### src/rtl/parking_pkg.sv
// ---------------------------------------------------------------------------
// parking_pkg
//   Shared definitions for the parking-lot occupancy counter.
//   - status_t    : lot state encoding (EMPTY / PARTIAL / FULL)
//   - CAP_DEFAULT : default maximum occupancy
//   - CW_DEFAULT  : default count width (2**CW_DEFAULT > CAP_DEFAULT)
// ---------------------------------------------------------------------------
package parking_pkg;

    localparam int CAP_DEFAULT = 25;
    localparam int CW_DEFAULT  = 7;

    typedef enum logic [1:0] {
        EMPTY   = 2'd0,
        PARTIAL = 2'd1,
        FULL    = 2'd2
    } status_t;

endpackage

### src/rtl/bcd_split.sv
// ---------------------------------------------------------------------------
// bcd_split
//   Combinational binary-to-BCD split of a count in the range 0..99.
//   Ports:
//     i_value : CW-bit binary value (0..99)
//     o_tens  : BCD tens digit  (i_value / 10)
//     o_ones  : BCD ones digit  (i_value % 10)
// ---------------------------------------------------------------------------
module bcd_split #(
    parameter int CW = 7
) (
    input  logic [CW-1:0] i_value,
    output logic [3:0]    o_tens,
    output logic [3:0]    o_ones
);

    // Widen to at least 8 bits so the constant divisor 10 fits for small CW.
    localparam int EW = (CW > 8) ? CW : 8;

    logic [EW-1:0] w_ext;

    assign w_ext  = EW'(i_value);

    // Quotient and remainder are both below 10 for values 0..99, so
    // truncation to 4 bits is lossless.
    assign o_tens = 4'(w_ext / EW'(10));
    assign o_ones = 4'(w_ext % EW'(10));

endmodule

### src/rtl/parking_counter.sv
// ---------------------------------------------------------------------------
// parking_counter
//   Occupancy counter for a parking lot with a status FSM, sticky
//   overflow/underflow flags and registered BCD digits of the count.
//   Ports:
//     clk     : single clock, rising edge
//     reset   : asynchronous active-low reset
//     enter   : one-cycle pulse, one car entered
//     exit    : one-cycle pulse, one car left
//     clear   : synchronous clear of count and error flags (highest priority)
//     count   : registered occupancy
//     status  : registered lot state (EMPTY / PARTIAL / FULL)
//     full    : status == FULL
//     empty   : status == EMPTY
//     ovf_err : sticky, enter rejected while full
//     unf_err : sticky, exit rejected while empty
//     tens    : registered BCD tens digit of count
//     ones    : registered BCD ones digit of count
// ---------------------------------------------------------------------------
module parking_counter
    import parking_pkg::*;
#(
    parameter int CAPACITY = CAP_DEFAULT,
    parameter int CW       = CW_DEFAULT
) (
    input  logic          clk,
    input  logic          reset,
    input  logic          enter,
    input  logic          exit,
    input  logic          clear,
    output logic [CW-1:0] count,
    output logic [1:0]    status,
    output logic          full,
    output logic          empty,
    output logic          ovf_err,
    output logic          unf_err,
    output logic [3:0]    tens,
    output logic [3:0]    ones
);

    localparam logic [CW-1:0] CAP = CW'(CAPACITY);

    status_t       r_status;
    status_t       w_status_nxt;
    logic [CW-1:0] r_count;
    logic [CW-1:0] w_count_nxt;
    logic          r_ovf;
    logic          w_ovf_nxt;
    logic          r_unf;
    logic          w_unf_nxt;
    logic [3:0]    r_tens;
    logic [3:0]    r_ones;
    logic [3:0]    w_tens_nxt;
    logic [3:0]    w_ones_nxt;

    // -----------------------------------------------------------------------
    // Next count and error flags. Simultaneous enter/exit cancel out and
    // never raise an error, even at the empty or full boundary.
    // -----------------------------------------------------------------------
    always_comb begin
        w_count_nxt = r_count;
        w_ovf_nxt   = r_ovf;
        w_unf_nxt   = r_unf;
        if (clear) begin
            w_count_nxt = '0;
            w_ovf_nxt   = 1'b0;
            w_unf_nxt   = 1'b0;
        end else if (enter && !exit) begin
            if (r_count == CAP) begin
                w_ovf_nxt = 1'b1;
            end else begin
                w_count_nxt = r_count + CW'(1);
            end
        end else if (exit && !enter) begin
            if (r_count == '0) begin
                w_unf_nxt = 1'b1;
            end else begin
                w_count_nxt = r_count - CW'(1);
            end
        end
    end

    // -----------------------------------------------------------------------
    // Status FSM next state, derived from the next count so that status
    // lands in the same cycle as the count it describes. With CAPACITY == 1
    // the PARTIAL branch is never taken.
    // -----------------------------------------------------------------------
    always_comb begin
        w_status_nxt = r_status;
        if (w_count_nxt == '0) begin
            w_status_nxt = EMPTY;
        end else if (w_count_nxt == CAP) begin
            w_status_nxt = FULL;
        end else begin
            w_status_nxt = PARTIAL;
        end
    end

    // Digits are computed from the next count and registered alongside it.
    bcd_split #(
        .CW (CW)
    ) u_bcd_split (
        .i_value (w_count_nxt),
        .o_tens  (w_tens_nxt),
        .o_ones  (w_ones_nxt)
    );

    // Status FSM state register.
    always_ff @(posedge clk or negedge reset) begin
        if (!reset) begin
            r_status <= EMPTY;
        end else begin
            r_status <= w_status_nxt;
        end
    end

    // Datapath registers.
    always_ff @(posedge clk or negedge reset) begin
        if (!reset) begin
            r_count <= '0;
            r_ovf   <= 1'b0;
            r_unf   <= 1'b0;
            r_tens  <= '0;
            r_ones  <= '0;
        end else begin
            r_count <= w_count_nxt;
            r_ovf   <= w_ovf_nxt;
            r_unf   <= w_unf_nxt;
            r_tens  <= w_tens_nxt;
            r_ones  <= w_ones_nxt;
        end
    end

    assign count   = r_count;
    assign status  = r_status;
    assign full    = (r_status == FULL);
    assign empty   = (r_status == EMPTY);
    assign ovf_err = r_ovf;
    assign unf_err = r_unf;
    assign tens    = r_tens;
    assign ones    = r_ones;

endmodule

### config.mk
export PLATFORM = sky130hd
export DESIGN_NAME = parking_counter
export DESIGN_NICKNAME = d
export VERILOG_FILES = /design/src/rtl/parking_pkg.sv /design/src/rtl/bcd_split.sv /design/src/rtl/parking_counter.sv
export SDC_FILE = /design/constraint.sdc
export NUM_CORES = 1
export LEC_CHECK = 0
export ABC_AREA = 1
export BUFFER_PORTS_ARGS = -buffer_cell sky130_fd_sc_hd__buf_2
export CORE_ASPECT_RATIO = 1.1
export CORE_UTILIZATION = 45
export CTS_CLUSTER_SIZE = 30
export DETAILED_ROUTE_END_ITERATION = 6
export PLACE_DENSITY = 0.76
export SETUP_SLACK_MARGIN = 0.2
export SYNTH_ARGS = -nofsm -noshare
export SYNTH_HDL_FRONTEND = slang
export SYNTH_SLANG_ARGS = --single-unit
### constraint.sdc
create_clock -name clk -period 4.1 [get_ports clk]
set_input_delay 0.205 -clock clk [delete_from_list [all_inputs] [get_ports clk]]
set_output_delay 0.205 -clock clk [all_outputs]
set_load 0.01 [all_outputs]
Word-level counts from Yosys, hierarchy flattened
Index checks and enable logic that the tools add are counted.
{"block": "classes", "addsub": 2, "n_mul": 0, "div": 2, "n_lt_le_gt_ge": 0, "n_eq_ne": 4, "n_shift": 0, "mux": 14, "bitwise_logic": 0, "n_reduce_logical": 13}
{"op": "2-to-1 mux 7 bit", "count": 5}
{"op": "equality test 7 x 5 -> 1 bit (second input constant)", "count": 2}
{"op": "logical NOT 7 bit", "count": 2}
{"op": "divider 7 x 4 -> 8 bit (second input constant)", "count": 1}
{"op": "modulo 7 x 4 -> 8 bit (second input constant)", "count": 1}
{"op": "nonzero test 2 bit", "count": 4}
{"op": "adder 7 x 1 -> 7 bit (second input constant)", "count": 1}
{"op": "2-to-1 mux 1 bit", "count": 7}
{"op": "subtractor 7 x 1 -> 7 bit (second input constant)", "count": 1}
{"op": "2-to-1 mux 2 bit", "count": 2}
{"op": "AND reduction 3 bit", "count": 1}
{"op": "equality test 2 bit (second input constant)", "count": 1}
{"op": "logical AND 1 bit", "count": 2}
{"op": "logical NOT 1 bit", "count": 2}
{"op": "logical NOT 2 bit", "count": 1}
{"op": "inequality test 2 bit (second input constant)", "count": 1}
{"op": "AND reduction 2 bit", "count": 1}
{"block": "totals", "reg_bits": 19, "latchBits": 0, "ramBits": 0, "mem_bits_ro": 0, "output_inout_bits": 21, "wordCells": 41, "mem_count": 0}

Depth between registers and ports, before layout
{"block": "logic_depth", "depth_word": 8, "ltp_mapped": 28}

Hierarchy
From an unflattened synthesis, not the netlist that was laid out.
{"block": "unflattened", "hier_cells": 224, "hier_area_um2": 1589.0}
{"module": "parking_counter", "n_inst": 1, "cells_per_inst": 161, "area_per_inst_um2": 1256.2, "seq_area_each_um2": 475.5}
{"module": "bcd_split", "n_inst": 1, "cells_per_inst": 63, "area_per_inst_um2": 332.8, "seq_area_each_um2": 0.0}

Worst setup path after synthesis
Ideal clock, no wire load.
{"block": "synth_timing", "kind": "register -> register", "startpoint": "reg, netlist name ones[0]", "endpoint": "reg r_ones[3] (netlist: ones[3])", "t_arrival_ps": 3186, "required_time_ps": 4035, "slack_ps": 849, "path_stages_with_launch": 27, "period_less_slack_ps": 3251, "cell_sequence": "dfrtp_1 -> inv_1 -> ha_1 -> inv_1 -> nor2_1 -> nand3_1 -> nor2_2 -> nor2_4 -> a21oi_2 -> a21oi_2 -> nand2_1 -> nand2_2 -> nand2_1 -> nand2_1 -> inv_1 -> ha_1 -> nor3b_1 -> nand3_2 -> nand3_4 -> nand2_1 -> nand2_1 -> inv_1 -> ha_1 -> nand3b_1 -> nand2_1 -> nand2_1 -> nand2_1"}
{"element": "end signal: assignment", "line": "parking_counter.sv:130", "source": "r_ones <= w_ones_nxt;"}
{"element": "end: declaration", "line": "parking_counter.sv:52", "source": "logic [3:0] r_ones;"}

Final worst setup path
{"block": "layout_timing", "startpoint": "reg r_count[1] (netlist: count[1])", "endpoint": "reg r_ones[3] (netlist: ones[3])"}
{"block": "layout_via", "elab_chain_len": 6, "word_cells_on_any_way": 10, "cone_classes": "add/sub: 2; div: 1; eq/ne: 1; mux: 5; reduce/logical: 1"}
{"element": "start: declaration", "line": "parking_counter.sv:45", "source": "logic [CW-1:0] r_count;"}
{"element": "start signal: assignment", "line": "parking_counter.sv:126", "source": "r_count <= w_count_nxt;"}
{"element": "subtractor 7 x 1 -> 7 bit or logical NOT 7 bit (tied branches)", "line": "parking_counter.sv:78, parking_counter.sv:75"}
{"element": "2-to-1 mux 7 bit", "line": "parking_counter.sv:75", "source": "if (r_count == '0) begin"}
{"element": "2-to-1 mux 7 bit", "line": "parking_counter.sv:74", "source": "end else if (exit && !enter) begin"}
{"element": "2-to-1 mux 7 bit *", "line": "parking_counter.sv:68", "source": "end else if (enter && !exit) begin"}
{"element": "2-to-1 mux 7 bit *", "line": "parking_counter.sv:64", "source": "if (clear) begin"}
{"element": "named net u_bcd_split.i_value[6]", "line": "bcd_split.sv:12", "source": "input logic [CW-1:0] i_value,"}
{"element": "modulo 7 x 4 -> 8 bit *", "line": "bcd_split.sv:27", "source": "assign o_ones = 4'(w_ext % EW'(10));"}
{"element": "named net u_bcd_split.o_ones[3]", "line": "bcd_split.sv:14", "source": "output logic [3:0] o_ones"}
Mark *: on every way through the listed nets, which the timed path passes. The rest lies on a longest branch.
A chain may end at the register's enable or synchronous reset.

==> reports/qor.yml <==
drc: 4
hold_path_class: "input pin to flip-flop"
p_clk_share_pct: 17.4
htreeDepth: 1
hold_violations: 0
synthCells: 217
syn_area_sq_um: 1500
port_buffers: 25
min-delay-start: "clear"
ir_drop_v: 0.000220
post-route-min-period_ns: 3.50
hold_slack_ns: 0.0824
synth_seq_cells: 18
fmax_mhz: 285
cp-end-kind: "flip-flop"
critPathRequiredTime_ns: 4.34
switching_power_uw: 261
maxSlewHeadroom_pct: 57.3
pwr-share-seq_pct: 37.0
place_area_sq_um: 1650
rsz0062_at_grt: "no"
drive_above_1_share_pct: 28.7
maxCapViolCount: 0
fin_nets: 257
violations: "DRC"
cts_tree: "yes"
hold_depth: 2
worstSkewPairLatency_ns: 0.29
wl_mm: 3.36
skew_ns: 0.00588
syn_nets: 229
cpMaxStageDelayCell: "dfrtp_1"
synthDistinctLibCells: 28
setup_viol: 0
p_leak_nw: 0.938
ff2ff_setup_slack_ns: 0.60
period_share_pct: 85.5
dieArea_sq_um: 3570
setup_ws_ns: 0.596
maxSlewViolCount: 0
ys.flop_type: "dfrtp_1"
r2r_start: "count[1]$_DFF_PN0_"
synthArstFlopShare_pct: 100
path_max_fanout: 6
criticalPathCategory: "flip-flop to flip-flop"
antenna_found_initial: 0
clockBufferDepth: 2
seqCellArea_sq_um: 452
cp.arrival_ns: 3.74
post_cts_buffers: 0
dpl.cell_count: 273
gp_congestion: 0.874
area_delta_synth_final_pct: 15.6
via_count: 1431
grt_pass1_wl_mm: 5.82
grt_max_degree: 19
outcome: "finished with violations"
die_x_microns: 57.1
fillerInstances: 310
track_usage_pct: 20.5
powerDensity_nw_per_um2: 361
core_area_sq_um: 3100
clk_pin_slew_ns: 0.10
first_pass_iters: 6
r2r-end: "ones[3]$_DFF_PN0_"
synth_warnings: 0
mostFrequentLayoutCell: "nand2_1"
worstMarginPinSlew_ns: 0.634
diodes: 0
min_to: "unf_err$_DFFE_PN0P_"
root_buffer: "clkbuf_4"
layout_common_cells: "nand2_1 (55), buf_2 (25), nor2_1 (24)"
multiInputGateArea_sq_um: 955
ys_seq_area_share_pct: 30.0
crit_path_frequent_cell: "nand2_1"
ios: 26
initial_core_util_pct: 48.5
p_sw_share_pct: 41.6
synth_area_per_cell_sq_um: 6.92
cp_slowest_stage_delay_ns: 0.46
synth-edff-count: 0
r2r.worst_path.cells: 28
dp_hpwl_mm: 2.66
first_iter_violations: 96
gr-total-overflow: 0
pre_cts_ws_ns: 0.441
power_frac_comb_pct: 45.7
grt_pass1_vias: 1334
routed_via_density: 5.15
routedWlPerCell_microns: 12.1
cts_sinks: 18
tns_ns: 0
fp.dieH_microns: 62.6
antenna_left: 0
cts_buffers: 3
rows: 21
crit_path_start_kind: "flip-flop"
p_int_uw: 366
fin_cells: 278
post-route-cell-area_sq_um: 1740
==> routing by layer <==
layer  global-route usage, %  vias up  share of wire [%]
li1                        -      751                  -
met5                       0        -                  0
met1                    25.8      658                 45
met2                    35.9       20                 52
met3                    1.45        2                2.2
met4                    8.23        0               0.80
==> synthesized netlist by cell type (3+ instances only) <==
library cell / instances / area share, %
a21oi_1: 3 / 1.0
a21oi_2: 3 / 1.7
dfrtp_1: 18 / 30
ha_1: 7 / 5.8
inv_1: 23 / 5.7
inv_2: 8 / 2.0
nand2_1: 55 / 14
nand2_2: 9 / 3.7
nand3_1: 19 / 6.3
nand3_2: 5 / 3.3
nand4_1: 9 / 3.7
nor2_1: 26 / 6.5
nor2_2: 4 / 1.7
nor2_4: 3 / 2.2
o21ai_0: 8 / 2.7
==> kinds of logic after synthesis <==
kind of cell | after synthesis | share of synthesized area [%]
simple gates | 136 | 45.0
xor+xnor | 3 | 1.75
fa+ha+maj | 7 | 5.83
buf+inv | 34 | 9.08
compound gates | 19 | 8.33
flops | 18 | 30.0
==> worst max path at each step <==
stage,cells past startpoint,startpoint,slack [ns],end
6_report,28,count[1]$_DFF_PN0_,0.60,ones[3]$_DFF_PN0_
3_5_place_dp,26,ones[0]$_DFF_PN0_,0.44,ones[3]$_DFF_PN0_
3_3_place_gp,26,count[1]$_DFF_PN0_,0.62,ones[3]$_DFF_PN0_
5_1_grt,28,count[1]$_DFF_PN0_,0.19,ones[3]$_DFF_PN0_
4_1_cts,26,ones[0]$_DFF_PN0_,0.40,ones[3]$_DFF_PN0_
2_1_floorplan,26,ones[0]$_DFF_PN0_,0.85,ones[3]$_DFF_PN0_
==> power by group through the flow <==
stage                     registers [mW]  clock network (mW)  logic, mW
after floorplan                    0.245                   0      0.193
after global placement             0.234                   0      0.275
after detailed placement           0.235                   0      0.279
after CTS                          0.231               0.113      0.280
after global routing               0.237               0.121      0.325
final                              0.232               0.109      0.286
==> cell type report <==
cell class                 instances  area share, %
inverter                          31           6.70
sequential                        18           26.0
clock buffer                       4           2.09
timing repair buffer              26           7.78
tap                               34           2.45
multi-input combinational        165           55.0
==> critical path: cells and delay by family, from the launching register on <==
family / cells / cell delay [ns]
flip-flops: 1 / 0.46
buffers and inverters: 6 / 0.41
adder cells (fa/ha/maj): 3 / 0.49
AO/OA/AOI/OAI: 1 / 0.10
AND/OR/NAND/NOR: 18 / 2.01
==> state kept, by name, indices dropped and copies added, names as in the netlist <==
signal	cells
unf_err	1
status	2
ovf_err	1
ones	4
count	6
tens	4
==> timing repair <==
action / 4_1_cts / 5_1_grt
endpoints found under the setup margin: 0 / 3
gates resized for setup: 0 / 9
endpoints found under the hold margin: 18 / 0
hold buffers: 1 / 0
==> metrics by stage <==
step | total power [mW] | utilization (%)
after CTS | 0.624 | 54.7
after floorplan | 0.438 | -
after global routing | 0.683 | 56.0
final | 0.627 | 56.0
after global placement | 0.509 | 53.2
after detailed placement | 0.514 | 53.2
No activity file was read; power rests on OpenSTA's default activity.
